`src/rtl/branch_trap_resolver_pkg.sv`:
```
// Shared types and constants for the branch/trap resolver.
// Optional branch-likely support is selected with the BRANCH_LIKELY_EN macro.
package branch_pkg;

    typedef enum logic [3:0] {
        BEQ    = 4'd0,
        BNE    = 4'd1,
        BGEZ   = 4'd2,
        BGEZAL = 4'd3,
        BLTZ   = 4'd4,
        BLTZAL = 4'd5,
        BGTZ   = 4'd6,
        BLEZ   = 4'd7,
        TEQ    = 4'd8,
        TNE    = 4'd9,
        TGE    = 4'd10,
        TGEU   = 4'd11,
        TLT    = 4'd12,
        TLTU   = 4'd13
    } br_op_t;

    localparam logic [3:0] CMP_GEZ = 4'd7;
    localparam logic [3:0] CMP_EQ  = 4'd8;
    localparam logic [3:0] CMP_LTZ = 4'd9;
    localparam logic [3:0] CMP_GTZ = 4'd10;
    localparam logic [3:0] CMP_LEZ = 4'd11;
    localparam logic [3:0] CMP_NE  = 4'd12;
    localparam logic [3:0] CMP_GE  = 4'd14;
    localparam logic [3:0] CMP_LT  = 4'd15;

    localparam logic [1:0] FLG_COND = 2'd0;
    localparam logic [1:0] FLG_S    = 2'd2;
    localparam logic [1:0] FLG_U    = 2'd3;

    typedef enum logic [2:0] {
        S_IDLE     = 3'd0,
        S_CMP      = 3'd1,
        S_RESOLVE  = 3'd2,
        S_REDIRECT = 3'd3,
        S_TRAP     = 3'd4
    } state_t;

    // Codes 14 and 15 have no op assigned.
    function automatic logic op_is_legal(input logic [3:0] op);
        return op <= 4'd13;
    endfunction

endpackage

```
`src/rtl/branch_trap_resolver_op_map.sv`:
```
// Decodes a branch/trap op into comparator op, flag bit to test, and op class.
module br_op_map
    import branch_pkg::*;
(
    input  logic [3:0] op,
    output logic [3:0] cmp_op,
    output logic [1:0] flag_sel,
    output logic       is_trap,
    output logic       is_link,
    output logic       legal
);

    // Pure lookup; unassigned codes decode as illegal with no comparator op.
    always_comb begin
        cmp_op   = 4'd0;
        flag_sel = FLG_COND;
        is_trap  = 1'b0;
        is_link  = 1'b0;
        legal    = 1'b1;
        case (op)
            BEQ:    cmp_op = CMP_EQ;
            BNE:    cmp_op = CMP_NE;
            BGEZ:   cmp_op = CMP_GEZ;
            BGEZAL: begin cmp_op = CMP_GEZ; is_link = 1'b1; end
            BLTZ:   cmp_op = CMP_LTZ;
            BLTZAL: begin cmp_op = CMP_LTZ; is_link = 1'b1; end
            BGTZ:   cmp_op = CMP_GTZ;
            BLEZ:   cmp_op = CMP_LEZ;
            TEQ:    begin cmp_op = CMP_EQ; is_trap = 1'b1; end
            TNE:    begin cmp_op = CMP_NE; is_trap = 1'b1; end
            TGE:    begin cmp_op = CMP_GE; flag_sel = FLG_S; is_trap = 1'b1; end
            TGEU:   begin cmp_op = CMP_GE; flag_sel = FLG_U; is_trap = 1'b1; end
            TLT:    begin cmp_op = CMP_LT; flag_sel = FLG_S; is_trap = 1'b1; end
            TLTU:   begin cmp_op = CMP_LT; flag_sel = FLG_U; is_trap = 1'b1; end
            default: legal = 1'b0;
        endcase
    end

endmodule

```
`src/rtl/branch_trap_resolver.sv`:
```
// Branch/trap resolver: sequences one op through the ALU comparator, then
// issues a fetch redirect, link write or trap request.
// Build option: define BRANCH_LIKELY_EN to pulse annul on not-taken likely branches.
//
// Handshakes: a transfer happens on a rising edge where valid and ready are
// both high; valid, once raised, holds with stable payload until that edge.
module branch_trap_resolver
    import branch_pkg::*;
#(
    parameter int ADDR_W   = 32,
    parameter int LINK_REG = 31
) (
    input  logic              clk,
    input  logic              reset,
    input  logic              flush,
    input  logic              req_valid,
    output logic              req_ready,
    input  logic [3:0]        req_op,
    input  logic              req_likely,
    input  logic [31:0]       req_rs,
    input  logic [31:0]       req_rt,
    input  logic [15:0]       req_imm,
    input  logic [ADDR_W-1:0] req_pc,
    output logic [3:0]        cmp_op,
    output logic [31:0]       cmp_a,
    output logic [31:0]       cmp_b,
    input  logic [3:0]        cmp_flags,
    output logic              res_valid,
    output logic              res_taken,
    output logic              redir_valid,
    input  logic              redir_ready,
    output logic [ADDR_W-1:0] redir_pc,
    output logic              link_we,
    output logic [4:0]        link_addr,
    output logic [31:0]       link_data,
    output logic              trap_req,
    input  logic              trap_ack,
    output logic              annul,
    output logic [2:0]        dbg_state
);

    state_t            state_q, state_d;
    logic [3:0]        op_q;
    logic [31:0]       rs_q, rt_q;
    logic [15:0]       imm_q;
    logic [ADDR_W-1:0] pc_q;
    logic              likely_q;
    logic [3:0]        flags_q;

    logic [3:0]        map_cmp_op;
    logic [1:0]        map_flag_sel;
    logic              map_is_trap, map_is_link, map_legal;
    logic              cond;
    logic [ADDR_W-1:0] target;

    br_op_map u_map (
        .op       (op_q),
        .cmp_op   (map_cmp_op),
        .flag_sel (map_flag_sel),
        .is_trap  (map_is_trap),
        .is_link  (map_is_link),
        .legal    (map_legal)
    );

    assign cond      = flags_q[map_flag_sel];
    assign target    = pc_q + ADDR_W'(4) + ({{(ADDR_W-16){imm_q[15]}}, imm_q} << 2);
    assign dbg_state = state_q;

`ifndef BRANCH_LIKELY_EN
    logic unused_likely;
    assign unused_likely = likely_q;
`endif

    // State register, request capture on accept, flag capture in CMP.
    always_ff @(posedge clk or posedge reset) begin
        if (reset) begin
            state_q  <= S_IDLE;
            op_q     <= 4'd0;
            rs_q     <= 32'd0;
            rt_q     <= 32'd0;
            imm_q    <= 16'd0;
            pc_q     <= '0;
            likely_q <= 1'b0;
            flags_q  <= 4'd0;
        end else begin
            state_q <= state_d;
            if (req_valid && req_ready) begin
                op_q     <= req_op;
                rs_q     <= req_rs;
                rt_q     <= req_rt;
                imm_q    <= req_imm;
                pc_q     <= req_pc;
                likely_q <= req_likely;
            end
            if (state_q == S_CMP) begin
                flags_q <= cmp_flags;
            end
        end
    end

    // Next state and outputs; flush forces IDLE and silences every strobe.
    always_comb begin
        state_d     = state_q;
        req_ready   = 1'b0;
        cmp_op      = 4'd0;
        cmp_a       = 32'd0;
        cmp_b       = 32'd0;
        res_valid   = 1'b0;
        res_taken   = 1'b0;
        redir_valid = 1'b0;
        redir_pc    = '0;
        link_we     = 1'b0;
        link_addr   = 5'd0;
        link_data   = 32'd0;
        trap_req    = 1'b0;
        annul       = 1'b0;
        if (flush) begin
            state_d = S_IDLE;
        end else begin
            case (state_q)
                S_IDLE: begin
                    req_ready = 1'b1;
                    if (req_valid) begin
                        // Illegal ops skip the comparator and resolve next cycle.
                        state_d = op_is_legal(req_op) ? S_CMP : S_RESOLVE;
                    end
                end
                S_CMP: begin
                    cmp_op  = map_cmp_op;
                    cmp_a   = rs_q;
                    cmp_b   = rt_q;
                    state_d = S_RESOLVE;
                end
                S_RESOLVE: begin
                    res_valid = 1'b1;
                    state_d   = S_IDLE;
                    if (map_legal) begin
                        res_taken = cond;
                        if (map_is_link) begin
                            link_we   = 1'b1;
                            link_addr = 5'(LINK_REG);
                            link_data = 32'(pc_q + ADDR_W'(8));
                        end
`ifdef BRANCH_LIKELY_EN
                        annul = likely_q && !map_is_trap && !cond;
`endif
                        if (cond) begin
                            state_d = map_is_trap ? S_TRAP : S_REDIRECT;
                        end
                    end
                end
                S_REDIRECT: begin
                    redir_valid = 1'b1;
                    redir_pc    = target;
                    if (redir_ready) state_d = S_IDLE;
                end
                S_TRAP: begin
                    trap_req = 1'b1;
                    if (trap_ack) state_d = S_IDLE;
                end
                default: state_d = S_IDLE;
            endcase
        end
    end

endmodule

```
`config.mk`:
```
export PLATFORM = sky130hd
export DESIGN_NAME = branch_trap_resolver
export DESIGN_NICKNAME = d
export VERILOG_FILES = /design/src/rtl/branch_trap_resolver_pkg.sv /design/src/rtl/branch_trap_resolver_op_map.sv /design/src/rtl/branch_trap_resolver.sv
export SDC_FILE = /design/constraint.sdc
export NUM_CORES = 1
export LEC_CHECK = 0
export BUFFER_PORTS_ARGS = -buffer_cell sky130_fd_sc_hd__buf_2
export CORE_ASPECT_RATIO = 0.75
export CORE_UTILIZATION = 55
export DETAILED_ROUTE_END_ITERATION = 16
export GPL_TIMING_DRIVEN = 0
export PLACE_DENSITY = 0.87
export SLEW_MARGIN = 20
export SYNTH_ARGS = -nofsm -noshare
export SYNTH_HDL_FRONTEND = slang
export SYNTH_SLANG_ARGS = --single-unit
```
`constraint.sdc`:
```
create_clock -name clk -period 6.4 [get_ports clk]
set_input_delay 0.64 -clock clk [delete_from_list [all_inputs] [get_ports clk]]
set_output_delay 0.64 -clock clk [all_outputs]
set_load 0.01 [all_outputs]
```
* Yosys cells after proc, flatten, opt, wreduce, memory -nomap -nowiden
Cells that the tools add are included.
** Storage, ports and cells
- Register bits :: 123
- Input port bits :: 127
- Output and inout port bits :: 147
- Word-level logic and storage cells :: 94
** Operators by class
- Add/sub/neg operators :: 3
- $lt $le $gt $ge :: 2
- Eq/ne operators :: 20
- Multiplexer cells :: 47
- Reduce and logical (&&, ||, !) cells :: 15
** Operators by type and width (number)
- two-way mux 32 bit :: 10
- adder 32 x 3 -> 32 bit (second input constant) :: 1
- adder 32 bit :: 1
- adder 32 x 4 -> 32 bit (second input constant) :: 1
- one-hot mux 4 bit (8 select lines) :: 1
- equality test 4 bit (second input constant) :: 6
- two-way mux 3 bit :: 7
- two-way mux 5 bit :: 4
- two-way mux 1 bit :: 19
- OR reduction 2 bit :: 9
- equality test 4 x 3 -> 1 bit (second input constant) :: 4
- one-hot mux 3 bit (5 select lines) :: 1
- OR reduction 14 bit :: 1
- != test 3 bit (second input constant) :: 3
- equality test 4 x 2 -> 1 bit (second input constant) :: 2
- two-way mux 4 bit :: 2
- equality test 3 x 2 -> 1 bit (second input constant) :: 2
- OR reduction 6 bit :: 1
- equality test 4 x 1 -> 1 bit (second input constant) :: 1
- <= comparator 4 bit (second input constant) :: 1
- logical NOT 4 bit :: 1
- one-hot mux 2 bit (2 select lines) :: 1
- equality test 3 x 1 -> 1 bit (second input constant) :: 1
- equality test 3 bit (second input constant) :: 1
- 6 further kinds :: 6

* Logic depth before layout (Yosys ltp)
- Depth after elaboration :: 9
- Depth in mapped cells :: 13
- Depth with buffers taken out :: 13

* Cells and area by module
From an unflattened synthesis, not the netlist that was laid out.
** Second synthesis, totals
- Cell total of the unflattened synthesis :: 791
- Area total of the unflattened synthesis :: 8095.3 µm²
** By module, submodules not included
- branch_trap_resolver :: times used 1, cells each 774, area an instance 7965.1 µm²
- br_op_map :: times used 1, cells each 17, area an instance 130.1 µm²

* Least setup slack after synthesis
No wires, ideal clock.
- Kind :: register -> output
- From :: register imm_q[15]
- To :: output port redir_pc[31]
- Arrival :: 2.851 ns
- Slack :: 2.909 ns
- Stages on the path, launching flop included :: 11
- Cell sequence :: dfrtp_1 ha_1 ha_1 buf_2 a211o_1 a2111oi_0 nor3_1 o21ai_0 a31oi_1 or3_1 a21oi_1
** On the way
- Longest elaborated chain between the ends :: 3
** Ends and longest elaborated chain
- from (decl) :: RTL line branch_trap_resolver.sv:45 : logic [15:0] imm_q;
- from (signal assigned) :: RTL line branch_trap_resolver.sv:91 : imm_q <= req_imm;
- adder 32 bit :: RTL line branch_trap_resolver.sv:66 : assign target = pc_q + ADDR_W'(4) + ({{(ADDR_W-16){imm_q[15]}}, imm_q} << 2);
- two-way mux 32 bit :: RTL line branch_trap_resolver.sv:120 : case (state_q)
- two-way mux 32 bit :: RTL line branch_trap_resolver.sv:117 : if (flush) begin
- to (decl) :: RTL line branch_trap_resolver.sv:32 : output logic [ADDR_W-1:0] redir_pc,
Every way passes these cells.

* Final worst setup path
Same ends and word-level chain as after synthesis.

==> flow_metrics.py <==
metrics = {
    "power": {
        "cellInternalPower_w": 0.002629,
        "p_per_area_nw_per_um2": 419.4,
        "p_switching_w": 0.001628,
        "pwr-share-clk_pct": 24.7,
        "p_sw_share_pct": 38.24,
        "p_leak_nw": 5.149,
        "ir_worst_vdd_uv": 281.6,
        "pwr-share-comb_pct": 46.8,
        "seq_power_share_pct": 28.5,
    },
    "yosys": {
        "syn_area_um2": 7890,
        "yosysTopAreaCellShare_pct": 38.69,
        "synthMuxAreaShare_pct": 17.52,
        "syn_nets": 959,
        "synth_edf_count": 0,
        "ys_seq_area_share_pct": 38.69,
        "synthAdderAreaFrac_pct": 9.451,
        "synth.area.top_cells": "dfrtp_1, mux2_2, ha_1",
        "synth_cell_type_count": 56,
        "synthSimpleGateAreaFrac_pct": 16.97,
        "ys_ff_latch": 122,
        "syn_inst": 773,
        "synthArstFlopShare_pct": 100.0,
        "synth_compound_area_share_pct": 9.055,
        "synth_warnings": 0,
        "synth_top_area_cell": "dfrtp_1",
        "synth_xor_area_share_pct": 4.884,
        "synthFlopType": "dfrtp_1",
        "synth_top_family_by_area": "multiplexers",
        "synth_area_per_cell_um2": 10.21,
    },
    "cells_and_area": {
        "multiInputGateArea_um2": 4571,
        "drive_gt1_share_pct": 41.49,
        "area.sequential_um2": 3053,
        "final_cell_mix": "buf_2, dfrtp_1, mux2_2",
        "layout.cells.most_common": "buf_2",
        "syn2layout_area_growth_pct": 28.64,
        "num-fill-cells": 1019,
        "nNetsFinal": 1249,
    },
    "route": {
        "ant_nets": 0,
        "drt_iter0_drc": 407,
        "wl_mm": 21.92,
        "vias": 6933,
        "drcViolationCount": 0,
        "vias_per_cell": 5.529,
        "wl_per_cell_um": 17.48,
        "drt_pass1_iterations": 5,
    },
    "placed_design": {
        "globalplace.congestion": 0.9644,
        "portBuffers": 270,
        "dp_worst_setup_slack_ns": 2.565,
        "place_hpwl_mm": 17.18,
    },
    "sta": {
        "timing.fmax_mhz": 231.5,
        "fin_skew_ns": 0.008619,
        "tns_ns": 0,
        "min_period_ns": 4.319,
        "period_share_pct": 67.49,
        "maxSlewViolCount": 0,
        "hold_viol": 0,
        "worst_slack_ns": 2.081,
        "rsz0062_at_grt": "false",
        "finalSetupViolCount": 0,
        "worst_slew_pin_slew_ns": 0.8280,
        "max_slew_margin_pct": 44.80,
    },
    "floorplan": {
        "die_x_um": 140.3,
        "die_height_um": 105.7,
        "start_util_pct": 57.00,
        "ioPinCount": 274,
        "rows": 37,
        "dieArea_um2": 14830,
        "core_area_um2": 13840,
    },
    "global_route": {
        "grt_antenna_before_repair": 5,
        "first_global_vias": 6720,
        "grt_usage_pct": 30.35,
        "grt_overflow": 0,
        "grt_pass1_wl_mm": 34.62,
        "grt_start_max_net_pins": 73,
    },
    "critical_path": {
        "critPathMaxStageDelay_ns": 0.70,
        "end_kind": "output pin",
        "crit_slowest_cell": "dfrtp_1",
        "path_max_fanout": 16,
        "worst_setup_path_start_kind": "flip-flop",
        "critical_path.n_buffers_inverters": 2,
        "crit_family": "compound AO/OA/AOI/OAI gates",
        "crit_required_ns": 5.76,
        "crit_arrival_ns": 3.68,
        "crit_chain": "ha_1 > ha_1 > buf_2 > a211o_1 > a2111oi_0 > nor3_1 > o21ai_0 > a31oi_1 > or3_1 > a21oi_1 > buf_2",
        "crit_type": "reg2out",
    },
    "clock_tree": {
        "cts-buffers-inserted": 17,
        "clk_latency_ns": 0.41,
        "htree_levels": 4,
        "cts_resized": 0,
        "hold_buffers": 0,
        "post_cts_buffers": 0,
        "clock_path_buffers": 2,
        "clk_pin_slew_ns": 0.06,
        "clock-sinks": 122,
        "cts_tree": "yes",
        "cts-root-buf": "clkbuf_16",
    },
    "run": {
        "maxCapViolCount": 0,
    },
    "outcome": {
        "outcome": "completed",
    },
    "min_path": {
        "hold_path.class": "in2async",
    },
}
power by group through the flow:
stage / Clock, W / Combinational, W / Sequential, W
finish: 0.00105 / 0.00199 / 0.00122
global route: 0.00110 / 0.00220 / 0.00125
CTS: 0.00106 / 0.00198 / 0.00121
detailed placement: 0 / 0.00196 / 0.00122
global placement: 0 / 0.00190 / 0.00120
floorplan: 0 / 0.00155 / 0.00116
cells by family after synthesis:
family / after synthesis
AO/OA/AOI/OAI: 104
XOR/XNOR: 44
flip-flops: 122
adder cells (fa/ha/maj): 59
other: 1
buffers and inverters: 63
AND/OR/NAND/NOR: 257
multiplexers: 123
sequential cells by signal, summed over array words and instances (netlist names):
name / count
rs_q: 32
imm_q: 16
pc_q: 32
rt_q: 32
dbg_state: 3
flags_q: 3
op_q: 4
through the flow:
step	total power [W]	hold slack, ns	area, um^2	util, %	std cells
6_report	0.004257	0.2711	10150	73.33	1254
4_1_cts	0.004253	0.2897	10140	73.25	1250
5_1_grt	0.004549	0.3197	10150	73.31	1253
2_1_floorplan	0.002711	0.4706	7890	-	773
3_5_place_dp	0.003184	0.4848	9493	68.58	1219
3_3_place_gp	0.003103	0.4774	9460	68.34	1218
cells in the mapped netlist, types with 17 or more instances:
cell,number
nand3_1,22
a21oi_1,33
dfrtp_1,122
clkbuf_1,23
xor2_1,27
nor3_1,18
o21ai_0,17
mux2_2,121
inv_1,21
xnor2_1,17
ha_1,58
nor2_1,70
nand2_1,29
and2_1,73
worst paths after layout:
| check | cells after the start | startpoint | slack, ns | endpoint |
|---|---|---|---|---|
| max reg2reg | 6 | dbg_state[1]$_DFFE_PP0P_ | 3.86 | rs_q[29]$_DFFE_PP0P_ |
| min in group clk | 2 | req_pc[3] | 0.46 | pc_q[3]$_DFFE_PP0P_ |
| max | 11 | imm_q[15]$_DFFE_PP0P_ | 2.08 | redir_pc[31] |
| min reg2reg | 1 | rs_q[30]$_DFFE_PP0P_ | 0.49 | rs_q[30]$_DFFE_PP0P_ |
| min | 2 | reset | 0.27 | imm_q[15]$_DFFE_PP0P_ |
| max in group asynchronous | 3 | reset | 5.40 | rt_q[14]$_DFFE_PP0P_ |
per-layer routing:
layer  wire, um  global-route usage, %
met1       9327                  38.45
met2      10190                  48.61
met3       1779                  8.678
met4        596                  12.95
met5         19                      0
layout make-up:
cell class,count,share of cell area [%]
antenna,4,0.09862
inverter,21,0.8259
tap,175,2.157
clock buffer,17,4.191
multi-input combinational,588,45.03
sequential,122,30.08
clock inverter,14,2.182
buffer,42,1.849
timing repair buffer,271,13.58
Note: power is estimated with default switching activity, not from simulation.
